### src/rtl/bus_initiator_6502.sv
// Command-FIFO-fed initiator for a 6502-style peripheral bus: writes issue back to back, reads are
// single-outstanding with data returned RD_LAT cycles after issue. Option macro: BUS_INITIATOR_IRQ_EN.
module bus_initiator_6502 #(
    parameter int unsigned FIFO_DEPTH = 4,
    parameter int unsigned RD_LAT     = 2
) (
    input  logic       phi2,
    input  logic       rst_n,
    input  logic       cmd_valid,
    output logic       cmd_ready,
    input  logic       cmd_we,
    input  logic       cmd_rs0,
    input  logic [9:0] cmd_addr,
    input  logic [7:0] cmd_wdata,
    output logic       rsp_valid,
    input  logic       rsp_ready,
    output logic [7:0] rsp_data,
    output logic [9:0] A,
    output logic       RS0,
    output logic       we_n,
    output logic       CS1,
    output logic [7:0] DO,
    output logic       OE,
    input  logic [7:0] DI,
`ifdef BUS_INITIATOR_IRQ_EN
    input  logic       irq_n,
    input  logic       irq_clr,
    output logic       irq_pending,
`endif
    output logic       busy
);

    localparam int unsigned PW = $clog2(FIFO_DEPTH);
    localparam logic [PW:0] PTR_ONE = (PW + 1)'(1);

    typedef struct packed {
        logic       we;
        logic       rs0;
        logic [9:0] addr;
        logic [7:0] wdata;
    } cmd_t;

    typedef enum logic [1:0] {StIdle, StIssue, StWait, StResp} state_t;

    state_t      state_q, state_d;
    cmd_t        mem_q [FIFO_DEPTH];
    cmd_t        cmd_in, head;
    logic [PW:0] wr_ptr_q, rd_ptr_q;
    logic        empty, full, push, pop, load, capture, clr_we;
    logic [1:0]  cnt_q, cnt_d;
    logic [9:0]  addr_q;
    logic        rs0_q, we_n_q;
    logic [7:0]  do_q, rsp_data_q;

    assign cmd_in = '{we: cmd_we, rs0: cmd_rs0, addr: cmd_addr, wdata: cmd_wdata};
    assign head   = mem_q[rd_ptr_q[PW-1:0]];
    assign empty  = (wr_ptr_q == rd_ptr_q);
    // Same slot index with differing wrap bits means the writer has lapped the reader.
    assign full   = (wr_ptr_q[PW] != rd_ptr_q[PW]) && (wr_ptr_q[PW-1:0] == rd_ptr_q[PW-1:0]);
    assign push   = cmd_valid && !full;

    always_ff @(posedge phi2) begin
        if (push) begin
            mem_q[wr_ptr_q[PW-1:0]] <= cmd_in;
        end
    end

    always_comb begin
        state_d = state_q;
        cnt_d   = cnt_q;
        pop     = 1'b0;
        load    = 1'b0;
        capture = 1'b0;
        clr_we  = 1'b0;
        unique case (state_q)
            StIdle: begin
                if (!empty) begin
                    pop     = 1'b1;
                    load    = 1'b1;
                    state_d = StIssue;
                end
            end
            StIssue: begin
                if (!we_n_q) begin
                    if (!empty) begin
                        pop  = 1'b1;
                        load = 1'b1;
                    end else begin
                        clr_we  = 1'b1;
                        state_d = StIdle;
                    end
                end else if (RD_LAT == 1) begin
                    capture = 1'b1;
                    state_d = StResp;
                end else begin
                    // WAIT lasts RD_LAT-1 cycles; the counter holds the remaining extra cycles.
                    cnt_d   = 2'(RD_LAT - 2);
                    state_d = StWait;
                end
            end
            StWait: begin
                if (cnt_q == 2'd0) begin
                    capture = 1'b1;
                    state_d = StResp;
                end else begin
                    cnt_d = cnt_q - 2'd1;
                end
            end
            StResp: begin
                if (rsp_ready) begin
                    state_d = StIdle;
                end
            end
            default: state_d = StIdle;
        endcase
    end

    always_ff @(posedge phi2 or negedge rst_n) begin
        if (!rst_n) begin
            state_q    <= StIdle;
            cnt_q      <= 2'd0;
            wr_ptr_q   <= '0;
            rd_ptr_q   <= '0;
            addr_q     <= 10'd0;
            rs0_q      <= 1'b0;
            we_n_q     <= 1'b1;
            do_q       <= 8'd0;
            rsp_data_q <= 8'd0;
        end else begin
            state_q <= state_d;
            cnt_q   <= cnt_d;
            if (push) begin
                wr_ptr_q <= wr_ptr_q + PTR_ONE;
            end
            if (pop) begin
                rd_ptr_q <= rd_ptr_q + PTR_ONE;
            end
            if (load) begin
                addr_q <= head.addr;
                rs0_q  <= head.rs0;
                we_n_q <= !head.we;
                do_q   <= head.wdata;
            end else if (clr_we) begin
                we_n_q <= 1'b1;
            end
            if (capture) begin
                rsp_data_q <= DI;
            end
        end
    end

    assign cmd_ready = !full;
    assign A         = addr_q;
    assign RS0       = rs0_q;
    assign we_n      = we_n_q;
    assign DO        = do_q;
    assign CS1       = (state_q == StIssue);
    assign OE        = (state_q == StIssue) && !we_n_q;
    assign rsp_valid = (state_q == StResp);
    assign rsp_data  = rsp_data_q;
    assign busy      = (state_q != StIdle) || !empty;

`ifdef BUS_INITIATOR_IRQ_EN
    logic irq_s1_q, irq_s2_q, irq_prev_q, irq_pend_q;

    // Synchronizer flops reset high so release of reset never looks like a falling edge.
    always_ff @(posedge phi2 or negedge rst_n) begin
        if (!rst_n) begin
            irq_s1_q   <= 1'b1;
            irq_s2_q   <= 1'b1;
            irq_prev_q <= 1'b1;
            irq_pend_q <= 1'b0;
        end else begin
            irq_s1_q   <= irq_n;
            irq_s2_q   <= irq_s1_q;
            irq_prev_q <= irq_s2_q;
            if (irq_prev_q && !irq_s2_q) begin
                irq_pend_q <= 1'b1;
            end else if (irq_clr) begin
                irq_pend_q <= 1'b0;
            end
        end
    end

    assign irq_pending = irq_pend_q;
`endif

endmodule

### config.mk
export PLATFORM = sky130hd
export DESIGN_NAME = bus_initiator_6502
export DESIGN_NICKNAME = d
export VERILOG_FILES = /design/src/rtl/bus_initiator_6502.sv
export SDC_FILE = /design/constraint.sdc
export NUM_CORES = 1
export LEC_CHECK = 0
export BUFFER_PORTS_ARGS = -buffer_cell sky130_fd_sc_hd__clkbuf_2
export CORE_MARGIN = 2
export CORE_UTILIZATION = 30
export DETAILED_ROUTE_END_ITERATION = 12
export SLEW_MARGIN = 20
export SYNTH_ARGS = -nofsm -noshare
export SYNTH_HDL_FRONTEND = slang
export SYNTH_SLANG_ARGS = --single-unit
### constraint.sdc
create_clock -name phi2 -period 3.8 [get_ports phi2]
set_input_delay 0.57 -clock phi2 [delete_from_list [all_inputs] [get_ports phi2]]
set_output_delay 0.57 -clock phi2 [all_outputs]
set_load 0.03 [all_outputs]
==> impl_metrics.yaml <==
clock_network:
  htreeDepth: 4
  clockBufferDepth: 2
  clockRootBuffer: "clkbuf_16"
  cts_sinks: 118
  clk_pin_slew_ps: 50
  cts_tree: "built"
  holdBufCountCts: 0
  numCtsBuffers: 17
  clock_latency_ps: 400
  cts_setup_buffers: 0
  postCtsResizedCells: 0
setup_path:
  cp.depth: 3
  r2r-end: "mem_q[3][9]"
  start_kind: "register"
  crit_family: "flip-flops"
  slowest_stage: "dfrtp_1"
  r2r.worst_path.cells: 3
  crit_path_start: "wr_ptr_q[1]"
  r2r-start: "wr_ptr_q[1]"
  worstSetupEndpointType: "output pin"
  cp_max_fo: 9
  cp.arrival_ps: 1680
  endpoint: "cmd_ready"
  max_stage_delay_ps: 450
  path_cells: "xor2_2, or3_1, clkbuf_2"
  required_ps: 3230
  ff2ff_setup_slack_ps: 1660
  path_buf_inv: 1
  critical_path_class: "reg -> out"
routing:
  drc_errors: 0
  vias_per_cell: 4.512
  drt_iter0_drc: 102
  drt-total-wl_um: 8401
  routedWlPerCell_um: 16.47
  dr_total_vias: 2301
  drtAntennaViolNets: 0
  dr.pass1.iters: 4
synth:
  yosys.area.top_type: "edfxtp_1"
  synth_seq_cells: 118
  postSynthCellCount: 229
  synth_fp_nets: 267
  synth_edf_count: 80
  synth-xor-area-share: 0.01828
  synthesis.area_sq_mm: 0.004653
  netlist_top_cells_area: "edfxtp_1 (52%), dfrtp_1 (20%), mux4_2 (9.7%), mux2_4 (5.8%), ha_1 (1.6%)"
  synth_top_family_by_area: "multiplexers"
  seq_area_frac_synth: 0.7209
  ys_async_sr_fraction: 0.3220
  yosys_most_used_dff: "edfxtp_1"
  yosys-top-cells-count: "edfxtp_1 (80), dfrtp_1 (37), mux4_2 (20), mux2_4 (18)"
  synth_mux_area_frac: 0.1815
  ys_warn_count: 0
  synth_compound_gate_area_share: 0.02581
  synth_adder_area_share: 0.01613
  synth_area_per_cell_sq_um: 20.32
  yosysMostFrequentCell: "edfxtp_1"
  post-synth-top-area-fraction: 0.5163
  ys_types: 33
  yosys.area_share.simple: 0.02232
grt:
  grtUsageMet1: 0.1326
  top_usage_layer: "met2"
  track_usage: 0.1089
  met3_usage: 0.03867
  grt-ovfl-total: 0
  antenna_found_initial: 0
  grt_pass1_vias: 2476
  grt_max_degree: 39
  grt_pass1_wl_um: 13070
  gr-usage-met2: 0.1749
worst_hold_path:
  hp-class: "in -> async"
timing:
  fin_crit_sh: 0.5911
  drv_slew: 0
  fin_skew_ps: 5.472
  fmax_mhz: 445.2
  fin_crit_ps: 2246
  rsz0062_at_grt: "no"
  hold_viol: 0
  tightest_slew_ps: 936.7
  final-setup-viol-count: 0
  worst_slack_ps: 1554
  hold_ws_ps: 317.0
  tns_ps: 0
  max_slew_margin: 0.3756
placed_design:
  pre_cts_ws_ps: 1615
  place_area_sq_mm: 0.005200
  numPortBuffers: 64
  dpl.hpwl_um: 5340
  gp_congestion: 0.6956
floorplanning:
  coreArea_sq_mm: 0.01520
  fp.dieArea_sq_mm: 0.01652
  die_y_um: 128.5
  start_util: 0.3061
  die_x_um: 128.5
  rows: 45
  num_io_pins: 65
power_and_ir_drop:
  peakVddDrop_mv: 0.4611
  p_total_mw: 5.334
  leakagePower_nw: 2.208
  power_density_mw_per_mm2: 933.0
final_layout:
  nNetsFinal: 347
  synthToLayoutAreaGrowth_pct: 22.86
  drive_above_1_share: 0.4410
  antenna_cells: 0
  n_fill_cell: 1422
  final_area_sq_mm: 0.005717
run:
  drv_cap: 0
status:
  status: "finished, final reports clean"
## worst min path at each step
stage	from	endpoint	slack (ps)	cells past startpoint
floorplan	rst_n	A[0]	270	0
global placement	rsp_data[6]	rsp_data[6]	470	1
detailed placement	rsp_data[3]	rsp_data[3]	480	1
CTS	rsp_ready	register	340	2
global route	DI[3]	rsp_data[3]	370	2
finish	rst_n	rd_ptr_q[2]	320	1
## per-layer routing
layer,share of wire,up-vias
li1,-,1056
met3,0.052,13
met4,0.019,0
met1,0.44,1175
met5,0,-
met2,0.49,57
## layout make-up
type                    count  area, sq um  area share
flip-flops and latches    118         3356      0.5870
repair buffers             69        357.8     0.06260
inverters                   6        22.52    0.003940
well taps                 188        235.2     0.04115
clock inverters             7        31.28    0.005472
multi-input cells          97         1229      0.2149
clock buffers              25        485.5     0.08492
## kinds of logic after synthesis
| logic type | after synthesis |
|---|---|
| buf+inv | 14 |
| xor+xnor | 8 |
| fa+ha+maj | 6 |
| compound gates | 15 |
| flops | 118 |
| simple gates | 19 |
| mux | 49 |
## state kept, by name, summed over array words and instances, names as in the netlist, named ones only
signal and count:
cnt_q 2, DO 8, we_n 1, RS0 1, A 10, state_q 1
rd_ptr_q 3, mem_q 80, rsp_data 8, wr_ptr_q 3
## cells in the final DEF, fill, tap and decap left out
cell type,netlist,layout
clkbuf_2,0,63
and2_1,5,5
clkbuf_1,4,5
o31a_1,1,1
dfstp_2,1,1
dfrtp_1,37,36
mux2_2,6,6
o31a_4,1,1
inv_1,6,6
xor2_2,2,2
a21oi_1,5,5
o41ai_1,1,1
nand2b_1,1,1
or3_1,1,1
buf_2,2,1
nor2_1,4,4
or2_1,1,1
a211oi_1,2,2
mux4_2,20,20
o311ai_1,2,2
o311a_1,2,2
nand3b_1,1,1
nor2b_1,1,1
clkinv_1,0,3
clkinv_2,0,4
nor3_1,2,2
ha_1,6,6
mux2_1,5,5
mux2_4,18,18
edfxtp_1,80,80
nand2_1,2,2
clkbuf_16,0,17
nor3b_1,1,1
clkbuf_8,0,3
xnor2_1,4,4
buf_4,0,5
dfrtp_2,0,1
a21o_1,1,1
xor2_1,2,2
## where the power goes
part	switching [mW]	internal, mW	total, mW
Sequential	0.193	1.81	2.00
Clock	0.497	0.870	1.37
Combinational	1.10	0.864	1.96
Total	1.79	3.55	5.33
## stage by stage
| step | cells | util |
|---|---|---|
| after floorplan | 229 | - |
| after global placement | 478 | 0.3421 |
| after detailed placement | 478 | 0.3421 |
| after CTS | 510 | 0.3760 |
| after global routing | 510 | 0.3760 |
| final | 510 | 0.3760 |
No activity file was read; power rests on OpenSTA's default activity.
